--- config.mk ---
export PLATFORM = sky130hd
export DESIGN_NAME = cw310_usb_reg_responder
export DESIGN_NICKNAME = d
export VERILOG_FILES = /design/src/rtl/cw310_usb_reg_responder.sv
export SDC_FILE = /design/constraint.sdc
export NUM_CORES = 1
export LEC_CHECK = 0
export ABC_CLOCK_PERIOD_IN_PS = 2470
export CORE_ASPECT_RATIO = 1.75
export CORE_UTILIZATION = 25
export CTS_CLUSTER_DIAMETER = 30
export CTS_CLUSTER_SIZE = 24
export DETAILED_ROUTE_END_ITERATION = 12
export HOLD_SLACK_MARGIN = 0.15
export PLACE_DENSITY = 0.49
export SYNTH_ARGS = -nofsm -noshare
export SYNTH_HDL_FRONTEND = slang
export SYNTH_SLANG_ARGS = --single-unit
--- constraint.sdc ---
create_clock -name usb_clk -period 2.47 [get_ports usb_clk]
set_clock_uncertainty 0.2 [all_clocks]
set_input_delay 0.6175 -clock usb_clk [delete_from_list [all_inputs] [get_ports usb_clk]]
set_output_delay 0.6175 -clock usb_clk [all_outputs]
set_load 0.01 [all_outputs]
--- src/rtl/cw310_usb_reg_responder.sv ---
// rtl/cw310_usb_reg_responder.sv - SAM3U parallel USB bus responder producing reg_read/reg_write strobes
module cw310_usb_reg_responder #(
    parameter int pADDR_WIDTH   = 20,
    parameter int pBYTECNT_SIZE = 7,
    parameter int pREAD_LATENCY = 1
) (
    input  logic                                 usb_clk,
    input  logic                                 reset,
    input  logic [7:0]                           usb_din,
    output logic [7:0]                           usb_dout,
    output logic                                 usb_isout,
    input  logic [pADDR_WIDTH-1:0]               usb_addr,
    input  logic                                 usb_rdn,
    input  logic                                 usb_wrn,
    input  logic                                 usb_cen,
    output logic [pADDR_WIDTH-pBYTECNT_SIZE-1:0] reg_address,
    output logic [pBYTECNT_SIZE-1:0]             reg_bytecnt,
    output logic [7:0]                           reg_datao,
    input  logic [7:0]                           reg_datai,
    output logic                                 reg_read,
    output logic                                 reg_write,
    output logic                                 reg_addrvalid,
    output logic                                 proto_err,
    output logic [7:0]                           proto_err_cnt
);

    localparam logic [1:0] LAT = 2'(pREAD_LATENCY);

    typedef enum logic [2:0] {
        IDLE    = 3'd0,
        WSTROBE = 3'd1,
        RWAIT   = 3'd2,
        RDRIVE  = 3'd3,
        RHOLD   = 3'd4
    } state_t;

    state_t                   state;
    logic [pADDR_WIDTH-1:0]   addr_s1;
    logic [7:0]               din_s1;
    logic                     rdn_s1, rdn_s2;
    logic                     wrn_s1, wrn_s2;
    logic                     cen_s1, cen_s2;
    logic [1:0]               lat_cnt;
    logic                     rd_abort;

    logic coll_s1, coll_s2, wr_start, rd_start;

    assign coll_s1  = ~rdn_s1 & ~wrn_s1 & ~cen_s1;
    assign coll_s2  = ~rdn_s2 & ~wrn_s2 & ~cen_s2;
    assign wr_start = ~cen_s1 & ~wrn_s1 & wrn_s2 & rdn_s1;
    assign rd_start = ~cen_s1 & ~rdn_s1 & rdn_s2 & wrn_s1;

    assign reg_addrvalid = ~cen_s1;

    always_ff @(posedge usb_clk) begin
        if (reset) begin
            state         <= IDLE;
            addr_s1       <= '0;
            din_s1        <= '0;
            rdn_s1        <= 1'b1;
            rdn_s2        <= 1'b1;
            wrn_s1        <= 1'b1;
            wrn_s2        <= 1'b1;
            cen_s1        <= 1'b1;
            cen_s2        <= 1'b1;
            lat_cnt       <= '0;
            rd_abort      <= 1'b0;
            usb_dout      <= '0;
            usb_isout     <= 1'b0;
            reg_address   <= '0;
            reg_bytecnt   <= '0;
            reg_datao     <= '0;
            reg_read      <= 1'b0;
            reg_write     <= 1'b0;
            proto_err     <= 1'b0;
            proto_err_cnt <= '0;
        end else begin
            addr_s1   <= usb_addr;
            din_s1    <= usb_din;
            rdn_s1    <= usb_rdn;
            rdn_s2    <= rdn_s1;
            wrn_s1    <= usb_wrn;
            wrn_s2    <= wrn_s1;
            cen_s1    <= usb_cen;
            cen_s2    <= cen_s1;
            reg_read  <= 1'b0;
            reg_write <= 1'b0;

            case (state)
                IDLE: begin
                    usb_isout <= 1'b0;
                    if (coll_s1) begin
                        proto_err <= 1'b1;
                        if (!coll_s2 && proto_err_cnt != 8'hFF)
                            proto_err_cnt <= proto_err_cnt + 8'd1;
                    end else if (wr_start) begin
                        reg_address <= addr_s1[pADDR_WIDTH-1:pBYTECNT_SIZE];
                        reg_bytecnt <= addr_s1[pBYTECNT_SIZE-1:0];
                        reg_datao   <= din_s1;
                        reg_write   <= 1'b1;
                        state       <= WSTROBE;
                    end else if (rd_start) begin
                        reg_address <= addr_s1[pADDR_WIDTH-1:pBYTECNT_SIZE];
                        reg_bytecnt <= addr_s1[pBYTECNT_SIZE-1:0];
                        reg_read    <= 1'b1;
                        lat_cnt     <= '0;
                        rd_abort    <= 1'b0;
                        state       <= RWAIT;
                    end
                end
                WSTROBE: state <= IDLE;
                RWAIT: begin
                    // A deselect at any point of the wait means the host gave up on this byte.
                    if (cen_s1)
                        rd_abort <= 1'b1;
                    if (lat_cnt == LAT) begin
                        usb_dout <= reg_datai;
                        if (rd_abort || cen_s1) begin
                            state <= IDLE;
                        end else begin
                            usb_isout <= 1'b1;
                            state     <= RDRIVE;
                        end
                    end else begin
                        lat_cnt <= lat_cnt + 2'd1;
                    end
                end
                RDRIVE: begin
                    if (rdn_s1 || cen_s1)
                        state <= RHOLD;
                end
                RHOLD: begin
                    usb_isout <= 1'b0;
                    state     <= IDLE;
                end
                default: begin
                    usb_isout <= 1'b0;
                    state     <= IDLE;
                end
            endcase
        end
    end

endmodule

==> impl_metrics.py <==
metrics = {
    "synth": {
        "ys.flop_type": "dfxtp_1",
        "synth_edf_count": 0,
        "avgSynthCellArea_um2": 10.1,
        "synthArstFlopShare_pct": 0,
        "synth_seq_cells": 88,
        "synth_top_area_share_pct": 56.8,
        "synth_fp_nets": 349,
        "synth_top_area_cell": "dfxtp_1",
        "synthesis.area_um2": 3100,
        "synth_area_leaders": "dfxtp_1 57%, mux2i_1 9.4%, nor2b_1 5.9%, nor2_1 4.7%, a21oi_1 2.9%",
        "synth_cell_types": 39,
        "synthCells": 306,
        "ys_seq_area_share_pct": 56.8,
        "ys_warn_count": 0,
    },
    "critical_path": {
        "timing.critical_path.cells": "clkdlybuf4s50_1",
        "max_stage_delay_ns": 0.60,
        "crit_required_ns": 1.65,
        "cp_max_fo": 9,
        "start_kind": "flop",
        "cp_slowest_cell": "clkdlybuf4s50_1",
        "worstPathArrival_ns": 1.42,
        "crit_buf_inv": 1,
        "critPathKind": "reg -> out",
        "end_kind": "output port",
        "critical-path-top-delay-family": "buffers and inverters",
    },
    "grt": {
        "grt_max_degree": 37,
        "grt_usage_pct": 11.6,
        "grt_pass1_vias": 2321,
        "grt.overflow.total": 0,
        "grt_pass1_wl_um": 11300,
        "antenna_found_initial": 0,
    },
    "power": {
        "p_seq_share_pct": 47.5,
        "p_leak_uw": 0.00163,
        "p_sw_share_pct": 19.9,
        "totalPowerFinal_uw": 3100,
        "p_comb_share_pct": 5.6,
        "powerDensity_nw_per_um2": 692,
        "clockPowerShare_pct": 46.9,
        "p_switching_uw": 618,
        "ir_worst_vdd_uv": 342,
        "p_int_uw": 2480,
    },
    "timing": {
        "drv_slew": 0,
        "max_freq_ghz": 0.446,
        "slew_headroom_pct": 65.1,
        "fin_tns_setup_ns": 0,
        "rsz0062_at_grt": "false",
        "setup_viol_count_final": 0,
        "period_needed_ns": 2.24,
        "period_share_pct": 90.7,
        "hold_viol": 0,
        "tightest_slew_ns": 0.523,
    },
    "final_layout": {
        "stdcell_count": 563,
        "areaGrowthSynthToFinish_pct": 44.6,
        "nFillCells": 1275,
        "mostFrequentLayoutCells": "88 x dfxtp_1, 88 x clkdlybuf4s50_1, 39 x nor2_1",
        "drive_gt1_share_pct": 8.79,
        "fin_nets": 436,
        "multi_input_area_um2": 1220,
        "final_cell_area_um2": 4480,
        "antenna_cells": 0,
        "register_area_um2": 1760,
    },
    "place": {
        "placed_area_um2": 4160,
        "place_inst": 547,
        "place_congestion": 0.786,
        "io_buffer_count": 89,
        "dp_hpwl_um": 4910,
    },
    "worst_hold_path": {
        "min_path_type": "reg -> reg",
    },
    "routing": {
        "wire_per_inst_um": 12.1,
        "drt-initial-drc-count": 89,
        "firstDrtPassIters": 4,
        "via_per_inst": 4.23,
        "drc": 0,
        "wl_um": 6830,
        "ant_nets": 0,
        "num_vias": 2380,
    },
    "clocking": {
        "cts_sinks": 88,
        "worst_skew_pair.late_latency_ns": 0.33,
        "cts_hold_buf": 0,
        "cts_tree": "yes",
        "cts.clk_slew.worst_paths_ns": 0.06,
        "cts.repair_timing.setup_buffer_count": 0,
        "htree_levels": 3,
        "cts.path.max_buffers": 2,
        "cts_made_buffers": 9,
        "cts_resized": 0,
        "root_buffer": "clkbuf_16",
    },
    "outcome": {
        "outcome": "finished, final reports clean",
    },
    "die": {
        "die_area_um2": 12900,
        "die-height_um": 149,
        "row_count": 53,
        "design.portCount": 90,
        "initial_utilization_pct": 25.7,
        "core_area_um2": 12100,
        "die_w_um": 86.2,
    },
    "job": {
        "drv_cap": 0,
    },
}
==> tightest hold or removal path: stages (launching register included) <==
cell and delay (ns):
dfxtp_1 0.31, nand2_1 0.05, a21oi_1 0.05
==> logic make-up after synthesis <==
family | share of synthesized area, %
flops | 56.8
fa+ha+maj | 0.807
mux | 9.73
buf+inv | 4.08
simple gates | 21.6
compound gates | 6.94
==> layer usage <==
metal / GRT usage [%] / routed length, um
met2: 20.8 / 3690
met3: 2.82 / 303
met4: 7.50 / 196
met1: 11.6 / 2650
met5: 0 / 0
==> cells in the mapped netlist (all sizes together) (2+ instances only) <==
cell and instances:
a211oi 4, a21oi 18, a31oi 2, and3 2
buf 4, clkbuf 12, dfxtp 88, ha 2
inv 7, mux2i 29, nand2 19, nand2b 2
nand3 6, nand3b 2, nor2 39, nor2b 29
nor3 5, nor4 2, o21ai 3, o31ai 3
or2 7, or3 7, or4 2
==> stage by stage <==
step | setup slack (ns) | utilization (%) | hold slack [ns]
final | 0.229 | 37.1 | 0.252
after global routing | 0.165 | 37.1 | 0.272
after CTS | 0.227 | 37.1 | 0.256
after detailed placement | 0.295 | 34.5 | 0.247
after global placement | 0.300 | 34.5 | 0.243
after floorplan | 0.339 | - | 0.237
==> layout make-up <==
type | instances | area share [%]
Tap cell | 165 | 4.61
Inverter | 7 | 0.586
Timing Repair Buffer | 93 | 21.0
Sequential cell | 88 | 39.3
Clock buffer | 12 | 5.50
Multi-Input combinational cell | 194 | 27.3
Clock inverter | 4 | 1.70
==> power by group through the flow <==
stage | clock, uW | sequential, uW | combinational, uW
finish | 1460 | 1470 | 175
global route | 1570 | 1480 | 192
CTS | 1510 | 1470 | 180
detailed placement | 0 | 1500 | 180
global placement | 0 | 1500 | 178
floorplan | 0 | 1500 | 75.9
==> state kept, by name, indices dropped and copies added, names as in the netlist, 2 cells and up <==
register and cells:
addr_s1 20, din_s1 8, lat_cnt 2, proto_err_cnt 8, reg_address 13, reg_bytecnt 7
reg_datao 8, state 3, usb_dout 8
==> path summary, 6_finish.rpt <==
| kind | start | endpoint | slack [ns] | cells past startpoint |
|---|---|---|---|---|
| hold reg to reg | usb_dout[3] | usb_dout[3] | 0.25 | 2 |
| setup / recovery | proto_err_cnt[2] | proto_err_cnt[2] | 0.23 | 1 |
| setup reg to reg | state[0] | proto_err_cnt[4] | 0.28 | 4 |
| hold / removal | usb_dout[3] | usb_dout[3] | 0.25 | 2 |
(Power assumes the default switching activity.)
